**src/rtl/axi_rd_pkg.sv**
```systemverilog
// Shared encodings for the AXI4 read-channel slave: FSM states, response,
// burst and size codes, output FIFO depth and the per-beat response rule.
package axi_rd_pkg;

  typedef enum logic [1:0] {
    ST_IDLE  = 2'd0,
    ST_BURST = 2'd1,
    ST_DRAIN = 2'd2
  } state_t;

  localparam logic [1:0] RESP_OKAY   = 2'b00;
  localparam logic [1:0] RESP_SLVERR = 2'b10;

  localparam logic [1:0] BURST_FIXED = 2'b00;
  localparam logic [1:0] BURST_INCR  = 2'b01;
  localparam logic [1:0] BURST_WRAP  = 2'b10;
  localparam logic [1:0] BURST_RSVD  = 2'b11;

  localparam logic [2:0] SIZE_8B = 3'b011;

  localparam int FIFO_DEPTH = 2;

  function automatic logic [1:0] beat_resp(input logic req_err, input logic out_of_range);
    return (req_err || out_of_range) ? RESP_SLVERR : RESP_OKAY;
  endfunction

endpackage

```
**src/rtl/axi_rd_fifo2.sv**
```systemverilog
// Two-entry synchronous FIFO holding {last, resp, data} beats for the R channel;
// push and pop may occur in the same cycle.
module axi_rd_fifo2
  import axi_rd_pkg::*;
#(
  parameter int W = 67
) (
  input  logic         clk,
  input  logic         rst_n,
  input  logic         push,
  input  logic         pop,
  input  logic [W-1:0] din,
  output logic [W-1:0] dout,
  output logic [1:0]   count,
  output logic         empty
);

  logic [W-1:0] mem [FIFO_DEPTH];
  logic         wr_ptr;
  logic         rd_ptr;

  always_ff @(posedge clk or negedge rst_n) begin
    if (!rst_n) begin
      wr_ptr <= 1'b0;
      rd_ptr <= 1'b0;
      count  <= 2'd0;
    end else begin
      if (push) wr_ptr <= ~wr_ptr;
      if (pop)  rd_ptr <= ~rd_ptr;
      count <= count + {1'b0, push} - {1'b0, pop};
    end
  end

  // Payload storage carries no reset; only occupancy is control state.
  always_ff @(posedge clk) begin
    if (push) mem[wr_ptr] <= din;
  end

  assign dout  = mem[rd_ptr];
  assign empty = (count == 2'd0);

endmodule

```
**src/rtl/axi_slave_rd.sv**
```systemverilog
// AXI4 read-channel slave backed by a 1-cycle-latency RAM, one burst at a time.
// Optional AXI_SLV_RD_ADDR_CHECK_EN: beats at word address >= MEM_DEPTH return SLVERR/zero data.
module axi_slave_rd
  import axi_rd_pkg::*;
#(
  parameter int ADDR_W    = 30,
  parameter int DATA_W    = 64,
  parameter int MEM_DEPTH = 1024
) (
  input  logic              clk,
  input  logic              rst_n,
  input  logic [3:0]        s_axi_arid,
  input  logic [ADDR_W-1:0] s_axi_araddr,
  input  logic [7:0]        s_axi_arlen,
  input  logic [2:0]        s_axi_arsize,
  input  logic [1:0]        s_axi_arburst,
  input  logic              s_axi_arvalid,
  output logic              s_axi_arready,
  output logic [3:0]        s_axi_rid,
  output logic [DATA_W-1:0] s_axi_rdata,
  output logic [1:0]        s_axi_rresp,
  output logic              s_axi_rlast,
  output logic              s_axi_rvalid,
  input  logic              s_axi_rready,
  output logic              mem_rd_en,
  output logic [ADDR_W-4:0] mem_rd_addr,
  input  logic [DATA_W-1:0] mem_rd_data
);

  localparam int WA = ADDR_W - 3;
  localparam int PW = DATA_W + 3;

  state_t          state, state_nxt;
  logic [3:0]      id_q;
  logic [WA-1:0]   waddr;
  logic [7:0]      len_q;
  logic [7:0]      beat_cnt;
  logic [1:0]      burst_q;
  logic            err_q;
  logic            issue, pop, oor, last_beat, unused_ok;
  logic [2:0]      occupancy;
  logic            vld_p1, last_p1, oor_p1;
  logic [1:0]      resp_p1;
  logic [1:0]      fifo_cnt;
  logic            fifo_empty;
  logic [PW-1:0]   head;
  logic [DATA_W-1:0] push_data;

  assign pop       = s_axi_rvalid & s_axi_rready;
  // A read in flight already owns a FIFO slot, so it is counted as occupied.
  assign occupancy = {1'b0, fifo_cnt} + {2'b0, vld_p1} - {2'b0, pop};
  assign issue     = (state == ST_BURST) && (occupancy < 3'(FIFO_DEPTH));
  assign last_beat = (beat_cnt == len_q);

`ifdef AXI_SLV_RD_ADDR_CHECK_EN
  assign oor       = (32'(waddr) >= 32'(MEM_DEPTH));
  assign unused_ok = ^s_axi_araddr[2:0];
`else
  assign oor       = 1'b0;
  assign unused_ok = ^{s_axi_araddr[2:0], MEM_DEPTH[0]};
`endif

  assign mem_rd_en   = issue & ~oor;
  assign mem_rd_addr = waddr;

  always_ff @(posedge clk or negedge rst_n) begin
    if (!rst_n) state <= ST_IDLE;
    else        state <= state_nxt;
  end

  always_comb begin
    state_nxt     = state;
    s_axi_arready = 1'b0;
    unique case (state)
      ST_IDLE: begin
        s_axi_arready = 1'b1;
        if (s_axi_arvalid) state_nxt = ST_BURST;
      end
      ST_BURST: if (issue && last_beat) state_nxt = ST_DRAIN;
      ST_DRAIN: if (pop && s_axi_rlast) state_nxt = ST_IDLE;
      default:  state_nxt = ST_IDLE;
    endcase
  end

  always_ff @(posedge clk or negedge rst_n) begin
    if (!rst_n) begin
      id_q     <= 4'd0;
      waddr    <= '0;
      len_q    <= 8'd0;
      burst_q  <= BURST_FIXED;
      err_q    <= 1'b0;
      beat_cnt <= 8'd0;
    end else if (state == ST_IDLE && s_axi_arvalid) begin
      id_q     <= s_axi_arid;
      waddr    <= s_axi_araddr[ADDR_W-1:3];
      len_q    <= s_axi_arlen;
      burst_q  <= s_axi_arburst;
      err_q    <= (s_axi_arburst == BURST_RSVD) || (s_axi_arsize != SIZE_8B);
      beat_cnt <= 8'd0;
    end else if (issue) begin
      beat_cnt <= beat_cnt + 8'd1;
      if (burst_q != BURST_FIXED) waddr <= waddr + WA'(1);
    end
  end

  // ---- p0 -> p1: RAM access in flight, sideband travels with it ----
  always_ff @(posedge clk or negedge rst_n) begin
    if (!rst_n) vld_p1 <= 1'b0;
    else        vld_p1 <= issue;
  end

  always_ff @(posedge clk) begin
    last_p1 <= last_beat;
    resp_p1 <= beat_resp(err_q, oor);
    oor_p1  <= oor;
  end

  // ---- p1 -> FIFO: RAM data (zero for an out-of-range beat) joins its sideband ----
  assign push_data = oor_p1 ? '0 : mem_rd_data;

  axi_rd_fifo2 #(.W(PW)) u_fifo (
    .clk   (clk),
    .rst_n (rst_n),
    .push  (vld_p1),
    .pop   (pop),
    .din   ({last_p1, resp_p1, push_data}),
    .dout  (head),
    .count (fifo_cnt),
    .empty (fifo_empty)
  );

  assign s_axi_rvalid = ~fifo_empty;
  assign s_axi_rdata  = s_axi_rvalid ? head[DATA_W-1:0] : '0;
  assign s_axi_rresp  = s_axi_rvalid ? head[DATA_W+1:DATA_W] : RESP_OKAY;
  assign s_axi_rlast  = s_axi_rvalid & head[DATA_W+2];
  assign s_axi_rid    = id_q;

endmodule
```
**config.mk**
```make
export PLATFORM = sky130hd
export DESIGN_NAME = axi_slave_rd
export DESIGN_NICKNAME = d
export VERILOG_FILES = /design/src/rtl/axi_rd_pkg.sv /design/src/rtl/axi_rd_fifo2.sv /design/src/rtl/axi_slave_rd.sv
export SDC_FILE = /design/constraint.sdc
export NUM_CORES = 1
export LEC_CHECK = 0
export CAP_MARGIN = 20
export CORE_MARGIN = 8
export CORE_UTILIZATION = 45
export DETAILED_ROUTE_END_ITERATION = 12
export PLACE_DENSITY = 0.76
export SLEW_MARGIN = 20
export SYNTH_ARGS = -nofsm -noshare
export SYNTH_HDL_FRONTEND = slang
export SYNTH_SLANG_ARGS = --single-unit
```
**constraint.sdc**
```tcl
create_clock -name clk -period 9.4 [get_ports clk]
set_input_delay 1.41 -clock clk [delete_from_list [all_inputs] [get_ports clk]]
set_output_delay 1.41 -clock clk [all_outputs]
set_load 0.01 [all_outputs]
```
==> run metrics, run 1 <==
outcome=completed; vias in the first global route=between 5,000 and 6,000; Crit Path Class=input port to output port; DRT Wirelength=18,900 um; GRT Total Usage=0.171; Final Cycle Share=0.652; Setup TNS=0 ps; Storage cell area=roughly 0.0054 mm2; Buffers on Ports=around 210; Num Clock Sinks=191; cts bufs inserted=17; R2R setup slack=between 5000 and 6000 ps; placed cell area=between 0.01 and 0.015 mm2; post-synthesis mux area share=0.0876; warnings from Yosys=0; # resized after CTS=0; CTS root buf=clkbuf_16; top cells by area, synth=edfxtp_1 (50%), dfrtp_1 (18%), mux2i_1 (8.6%); post-synth net total=about 720; vias=around 5,400; XOR/XNOR share of the synthesized area=0.0410; CTS tree=yes; Distinct cells, synth=45; Critical Path, Cell by Cell=clkdlybuf4s50_1 > nor2b_1 > ha_1 > inv_1 > ha_1 > fa_1 > or3b_1 > nor2_1 > clkdlybuf4s50_1; Power Total=~3400 uW; Antenna Nets Post-Route=0; via-per-instance ratio=5.14; largest family of logic cells by synthesized area=simple AND/OR/NAND/NOR gates; critical path data arrival time=about 4700 ps; ant diodes=0; Pwr Density=roughly 310 mW/mm2; Worst Clk Skew=slightly above 9 ps; #FFs+latches synth=roughly 190; Worst setup EP type=output port; post-synth top area cell=edfxtp_1; Die Ht=between 100 and 150 um; Hold Path Class=register to register; Multi-input gate area=~0.0023 mm2; hpwl dp=13,200 um; GR Overflow Total=0; Post-CTS Setup Repair Bufs=0; first-pass GRT wire length=about 29,000 um; Synth async-reset ratio=0.298; DR WL/cell=between 15 and 20 um; finished layout cell area=approximately 0.011 mm2; prevailing post-synth register cell=edfxtp_1; Leakage=a little over 0.004 uW; Filler cells=1,303; synthesized area=0.00790 mm2; Peak VDD IR=~0.15 mV; Slew Viols, Final=0; Clock transition at path regs=around 70 ps; RePlAce Congestion=about 0.88; sequential share of the synthesized area=0.687; drt pass-1 iters=4; Mapped Cells=~600; Worst EP required=approximately 8000 ps; compound-cell area share of the yosys netlist=0.0261; P&R area growth vs syn=36.7%; Final Util=0.627; Site Rows=48; Final Critical Period=6130 ps; post-synthesis simple-gate area fraction=0.130; RSZ-0062 raised after global routing=false; Fmax achieved=roughly 0.16 GHz; Worst-Skew Late Latency=between 400 and 500 ps; Hold WS=approximately 420 ps; max cap viols=0; die area=between 0.02 and 0.025 mm2; Hold-fix buffers, CTS=0; Nets=924; worst-path fanout max=9; H-tree depth=4; die extent in x=149 um; Adder-Cell Fraction of Synth Area=0.00887; endpoints failing setup=0; I/O pins=~220; share of the synthesized area in the top cell type=0.502; Core ar.=0.0172 mm2; final hold viol count=0; Max Root-Sink Buffers=2; CP peak stage delay=approximately 700 ps; largest net degree at the start of global routing=69; 1st-iter DRT viols=253; drt drc=0; CP max-delay cell=clkdlybuf4s50_1; Max transition margin=0.306; starting density of the core=0.458; share of cells above drive strength 1=0.0612; critical path launch point type=input port; Worst-Margin Slew=1040 ps; count of flip-flops with a built-in enable after synthesis=between 100 and 150; post-synthesis average cell area=~13 um2; initial antenna violation count=1
-- synthesized netlist by cell type (2+ instances only) --
master,number
edfxtp_1,132
nor2_1,93
nand2_1,73
mux2i_1,68
dfrtp_1,57
xnor2_1,28
clkbuf_1,18
o21ai_0,18
nand4_1,11
nor3_1,10
and3_1,9
xor2_1,9
inv_1,8
nand3_1,7
buf_1,6
a211oi_1,4
and4_1,4
ha_1,4
a21oi_1,3
and2_1,3
nor4_1,3
a31oi_1,2
buf_2,2
dfxtp_1,2
nor2b_1,2
nor4_4,2
-- flip-flops by register name, indices dropped and copies added (netlist names) --
register / count
u_fifo.mem: 132
mem_rd_addr: 27
beat_cnt: 8
len_q: 8
s_axi_rid: 4
burst_q: 2
state: 2
u_fifo.count: 2
err_q: 1
last_p1: 1
resp_p1: 1
u_fifo.rd_ptr: 1
u_fifo.wr_ptr: 1
vld_p1: 1
-- metrics by stage --
stage / worst slack, ps / std cells
final: 3270 / 1042
after global routing: 3120 / 1042
after CTS: 3270 / 1041
after detailed placement: 3330 / 1009
after global placement: 3330 / 1009
after floorplan: 4600 / 597
-- logic make-up (layout without fill, tap and decap cells) --
group | Yosys count | after routing
compound gates | 34 | 34
xor+xnor | 37 | 37
fa+ha+maj | 5 | 5
buf+inv | 36 | 256
flops | 191 | 191
mux | 69 | 69
other cells | 1 | 1
simple gates | 224 | 224
-- cell type report --
type | count | share of cell area
clock inverters | 14 | 0.0113
flip-flops and latches | 191 | 0.503
inverters | 8 | 0.00278
multi-input cells | 370 | 0.217
repair buffers | 216 | 0.200
clock buffers | 18 | 0.0397
well taps | 225 | 0.0261
-- report_power, final --
part | switching [uW] | internal (uW)
combinational | 667 | 701
sequential | 179 | 1150
clock | 324 | 348
total | 1170 | 2200
-- routing by layer --
layer | global-route usage | share of wire | up-vias
met5 | 0 | 0.00048 | -
met4 | 0.0490 | 0.0063 | 2
met3 | 0.0647 | 0.089 | 13
met2 | 0.281 | 0.49 | 211
met1 | 0.205 | 0.42 | 2601
li1 | - | - | 2528
-- final timing paths --
| path | from | to | cells past startpoint |
|---|---|---|---|
| hold reg to reg | last_p1 | u_fifo.mem[1][66] | 0 |
| setup / recovery | s_axi_rready | mem_rd_en | 9 |
| max in group asynchronous | rst_n | u_fifo.rd_ptr | 2 |
| min in group asynchronous | rst_n | s_axi_rid[2] | 2 |
| setup reg to reg | u_fifo.count[1] | mem_rd_addr[26] | 12 |
| hold / removal | last_p1 | u_fifo.mem[1][66] | 0 |
-- worst max-delay path: cells and delay by family --
family / cells / cell delay (ps)
adders and majority gates: 3 / 830
buffers and inverters: 3 / 1230
and+or+nand+nor: 3 / 1240
-- cells in the final DEF, fill, tap and decap left out, types with 2 or more instances in the layout --
cell type / count
a211oi_1: 4
a21oi_1: 3
a31oi_1: 2
and3_1: 9
and4_1: 4
buf_4: 4
clkbuf_16: 17
clkdlybuf4s50_1: 210
clkinv_4: 3
clkinvlp_4: 3
dfrtp_1: 56
dfxtp_1: 2
edfxtp_1: 132
ha_1: 4
inv_1: 8
inv_6: 4
inv_8: 3
mux2i_1: 68
nand2_1: 73
nand3_1: 7
nand4_1: 11
nor2_1: 92
nor3_1: 10
nor4_1: 3
nor4_4: 2
o21ai_0: 18
xnor2_1: 28
xor2_1: 9
(Power assumes the default switching activity.)
==> run 2, diff against run 1 <==
Settings changed: CORE_UTILIZATION 45 to 44, PLACE_DENSITY 0.76 to 0.78.
Clock period 9.4 ns to 5.55 ns, I/O delays scaled along.
==> run 2 against run 1 <==
Net effect:
- count of clock-buffer cells in the layout decreased by 1
- die area increased by 2.0%
- setup slack got worse by 2300 ps
- non-clock buffer count unchanged
- cell area increased by 0.30%
- worst hold slack got worse by 5.7 ps
- clock power increased by 82%
- global-route usage decreased by 0.33 points
- clock skew increased by 2.1 ps
- sequential power increased by 71%
- largest power group is now registers
- via count decreased by 3.0%
==> run metrics, run 2 (synthesis gave the netlist of run 1 again) <==
outcome=completed; met1 WL=7680 um; Pwr Density=approximately 530 mW/mm2; commonest non-fill, non-tap cell in the layout=clkdlybuf4s50_1; critical path data arrival time=approximately 3800 ps; Worst EP required=4720 ps; DRT Wirelength=about 19,000 um; Clock transition at path regs=80 ps; first-pass GRT wire length=between 20,000 and 30,000 um; Hold-fix buffers, CTS=0; Final Util=0.610; finished layout cell area=0.0108 mm2; share of cells above drive strength 1=0.0624; die area=0.0225 mm2; NetSw=2000 uW; hpwl dp=12,800 um; Buffers on Ports=between 200 and 250; Slew Viols, Final=0; CTS tree=yes; Hold Path Class=register to register; Site Rows=49; Peak VDD IR=~0.32 mV; RePlAce Congestion=roughly 0.79; max cap viols=0; top sig layer=met5; Top reg by flops=u_fifo.mem; initial antenna violation count=2; Num Clock Sinks=191; routed wl met3=around 1700 um; switching share of power=0.346; largest net degree at the start of global routing=just under 70; starting density of the core=0.444; DR WL/cell=roughly 18 um; Power Internal=roughly 3800 uW; Filler cells=~1,400; drt drc=0; I/O pins=approximately 220; drt pass-1 iters=4; Die Ht=between 150 and 200 um; Seq pwr share=0.394; Worst Clk Skew=around 11 ps; Worst-Margin Slew=about 1000 ps; Leakage=between 0.004 and 0.005 uW; Setup TNS=0 ps; vias=approximately 5,200; DR WL met2=~8900 um; Core ar.=~0.018 mm2; combinational power share=0.395; Post-CTS Setup Repair Bufs=0; Crit Path Class=input port to output port; max reg flops=approximately 130; Power Total=5780 uW; ant diodes=0; endpoints failing setup=0; critical path launch point type=input port; GR Overflow Total=0; worst-path fanout max=5; placed cell area=between 0.01 and 0.015 mm2; cts bufs inserted=17; Max transition margin=0.326; Worst-Skew Late Latency=between 400 and 500 ps; Final Critical Period=about 4600 ps; via-per-instance ratio=4.96; vias in the first global route=5,420; Antenna Nets Post-Route=0; GRT Total Usage=0.167; 1st-iter DRT viols=approximately 270; Multi-input gate area=approximately 0.0023 mm2; # resized after CTS=0; final hold viol count=0; Worst setup EP type=output port; die extent in x=about 150 um; P&R area growth vs syn=37.1%; H-tree depth=4; RSZ-0062 raised after global routing=false; most frequent cells in the layout=clkdlybuf4s50_1 (210), edfxtp_1 (132), nor2_1 (92), nand2_1 (73), mux2i_1 (68); Nets=between 900 and 1,000; Final Cycle Share=0.830; Storage cell area=0.00543 mm2; Max Root-Sink Buffers=2; Fmax achieved=between 0.2 and 0.25 GHz; Clk pwr share=0.211; CTS root buf=clkbuf_16
-- run 2: cell count changes in the layout (fill, tap and decap cells not counted) --
cell        previous run  this run
bufinv_16              0         1
buf_4                  4         5
buf_16                 1         0
clkinvlp_4             3         1
inv_8                  3         4
and2_2                 1         0
and2_4                 1         2
clkinv_8               0         2
clkbuf_1               1         0
clkinv_4               3         2
-- run 2: final cells by class --
cell class	instances	area share
Clock buffer	17	0.0393
Inverter	8	0.00277
Multi-Input combinational cell	370	0.216
Clock inverter	15	0.0159
Timing Repair Buffer	216	0.198
Tap cell	229	0.0264
Sequential cell	191	0.501
-- run 2: through the flow --
step | hold WS [ps] | instances | setup WS [ps]
floorplan | 348 | 597 | 1720
CTS | 415 | 1046 | 951
finish | 414 | 1046 | 943
global route | 422 | 1046 | 848
global placement | 396 | 1014 | 1100
detailed placement | 388 | 1014 | 981
-- run 2: power by group through the flow --
| stage | registers (uW) | clock network, uW | logic, uW |
|---|---|---|---|
| floorplan | 2220 | 0 | 1180 |
| global placement | 2290 | 0 | 2280 |
| detailed placement | 2310 | 0 | 2320 |
| CTS | 2280 | 1250 | 2330 |
| global route | 2330 | 1300 | 2470 |
| finish | 2280 | 1220 | 2280 |
-- run 2: worst max-delay path, stage by stage --
cell and delay [ps]:
clkdlybuf4s50_1 500, nor2b_1 230, ha_1 280, inv_1 80, ha_1 160, fa_1 420
or3b_1 460, nor2_1 190, clkdlybuf4s50_1 620
-- run 2: final timing paths --
check / start / to / slack [ps] / cells past startpoint
hold reg to reg: err_q / resp_p1[1] / 410 / 0
setup reg to reg: u_fifo.count[1] / mem_rd_addr[26] / 2020 / 11
min in group asynchronous: rst_n / s_axi_rid[3] / 560 / 2
setup / recovery: s_axi_rready / mem_rd_en / 940 / 9
max in group asynchronous: rst_n / u_fifo.rd_ptr / 4440 / 2
hold / removal: err_q / resp_p1[1] / 410 / 0
-- run 2: layer usage --
| metal | vias to the layer above | global-route usage |
|---|---|---|
| met4 | 2 | 0.0570 |
| met1 | 2451 | 0.205 |
| met5 | - | 0 |
| li1 | 2525 | - |
| met3 | 19 | 0.0605 |
| met2 | 196 | 0.270 |
==> run 3, diff against run 2 <==
Clock period 5.55 ns to 3.7 ns, I/O delays scaled along.
==> run 3 against run 2 <==
Net effect:
- cell count up 1.3%
- die area unchanged
- total power up 52%
- sequential share of layout area down 0.79 points
- clock skew down 1.4 ps
- largest power group is now combinational cells
- highest routed layer is now met4
- non-clock buffer count up 14
- count of clock-buffer cells in the layout unchanged
- setup slack worse by 770 ps
==> run metrics, run 3 (synthesis gave the netlist of run 1 again) <==
outcome=completed; Slew Viols, Final=0; fin cells=about 1,100; switching share of power=0.341; Max Root-Sink Buffers=2; NetSw=around 3000 uW; Most common cell on crit path=ha_1; Antenna Nets Post-Route=0; DP Worst Slack=-150 ps; Buffers on Ports=between 200 and 250; Clk pwr share=0.214; Core ar.=around 0.018 mm2; ant diodes=0; Worst Clk Skew=roughly 9.8 ps; via-per-instance ratio=approximately 5.0; max reg flops=132; DRT Wirelength=18,600 um; Setup TNS=0 ps; endpoints failing setup=0; Worst setup EP type=output port; die extent in x=~150 um; CTS tree=yes; Site Rows=49; drt pass-1 iters=4; 1st-iter DRT viols=210; final worst setup slack=~180 ps; H-tree depth=4; share of cells above drive strength 1=0.0806; critical path data arrival time=2970 ps; Hold-fix buffers, CTS=0; CP peak stage delay=between 400 and 500 ps; die area=~0.023 mm2; cts bufs inserted=17; Max transition margin=0.410; P&R area growth vs syn=39.3%; worst-path fanout max=5; critical path buffer and inverter count=3; Pwr Density=roughly 800 mW/mm2; Crit Path Class=input port to output port; CTS root buf=clkbuf_16; Leakage=~0.0043 uW; Clock transition at path regs=about 70 ps; Power Internal=5810 uW; Worst-Margin Slew=~890 ps; Peak VDD IR=~0.46 mV; Worst-Skew Late Latency=between 400 and 500 ps; Critical Path, Cell by Cell=clkdlybuf4s50_1 > nor2b_1 > ha_1 > inv_1 > ha_1 > fa_1 > or3b_4 > nor2_1 > dlygate4sd2_1; drt drc=0; Die Ht=150 um; starting density of the core=0.444; first-pass GRT wire length=28,900 um; Nets=approximately 940; Crit path max-delay family=buffers and inverters; Hold WS=between 200 and 300 ps; Final Cycle Share=0.953; GR Overflow Total=0; hpwl dp=between 10,000 and 15,000 um; Fmax achieved=about 0.28 GHz; Worst EP required=roughly 3100 ps; largest net degree at the start of global routing=slightly below 70; CP max-delay cell=clkdlybuf4s50_1; DR WL/cell=roughly 18 um; Final Critical Period=~3500 ps; Seq pwr share=0.382; most frequent cells in the layout=clkdlybuf4s50_1 (209), edfxtp_1 (132), nor2_1 (92), nand2_1 (72), mux2i_1 (68); Hold Path Class=input port to asynchronous set/reset pin; placed instance count=between 1,000 and 1,500; vias=5,282; RSZ-0062 raised after global routing=false; max cap viols=0; commonest non-fill, non-tap cell in the layout=clkdlybuf4s50_1; GRT Total Usage=0.165; Num Clock Sinks=191; critical path launch point type=input port; final hold viol count=0; vias in the first global route=roughly 5,500; Post-CTS Setup Repair Bufs=0; RePlAce Congestion=between 0.7 and 0.8; initial antenna violation count=0; combinational power share=0.404; Top reg by flops=u_fifo.mem; I/O pins=216
[run 3: cell types whose count changed in the layout (fill, tap and decap cells not counted), moves of 2 or more]
cell	previous run	this run
and2_2	0	2
and2_4	2	0
buf_12	0	3
buf_4	5	16
clkinv_4	2	5
inv_8	4	2
[run 3: timing repair]
| item | CTS | global route |
|---|---|---|
| resized for setup | 1 | 1 |
| pin swaps | 0 | 0 |
| endpoints found under the setup margin | 1 | 1 |
[run 3: power groups by stage]
stage	logic, uW	clock network (uW)	registers (uW)
floorplan	1780	0	3330
CTS	3620	1940	3370
detailed placement	3620	0	3410
global route	3880	2020	3440
global placement	3560	0	3390
finish	3560	1880	3370
[run 3: cell type report]
type	instances	area, um2
Clock buffer	17	425
Clock inverter	15	201
Fill cell	1383	6770
Inverter	8	30.0
Multi-Input combinational cell	370	2350
Sequential cell	191	5430
Tap cell	229	287
Timing Repair Buffer	230	2290
[run 3: path summary, 6_finish.rpt]
path	start	end	slack, ps	cells after the start
min reg2reg	err_q	resp_p1[1]	420	0
min	rst_n	s_axi_rid[1]	250	1
min in group clk	err_q	resp_p1[1]	420	0
max	s_axi_rready	mem_rd_en	180	9
max in group asynchronous	rst_n	u_fifo.rd_ptr	2630	2
max reg2reg	u_fifo.count[1]	mem_rd_addr[26]	450	12
[run 3: metrics by stage]
step                utilization  power [uW]  instance area [um2]
CTS                       0.619        8930                11000
global route              0.619        9330                11000
finish                    0.619        8820                11000
floorplan                     -        5110                 7910
detailed placement        0.584        7030                10400
global placement          0.584        6950                10400
[run 3: routing by layer]
metal,track usage,wire length [um],part of all wire,up-vias
met3,0.0632,1790,0.096,7
li1,-,-,-,2556
met2,0.274,8940,0.48,184
met1,0.200,7750,0.42,2535
met4,0.0395,80,0.0043,0
met5,0,0,0,-
[run 3: worst reg2reg max path, delay by kind of cell, from the launching register on]
| kind | cells | cell delay (ps) |
|---|---|---|
| adders and majority gates | 3 | 910 |
| AOI/OAI and AO/OA | 1 | 240 |
| buffers and inverters | 2 | 200 |
| DFF | 1 | 440 |
| and+or+nand+nor | 6 | 1370 |
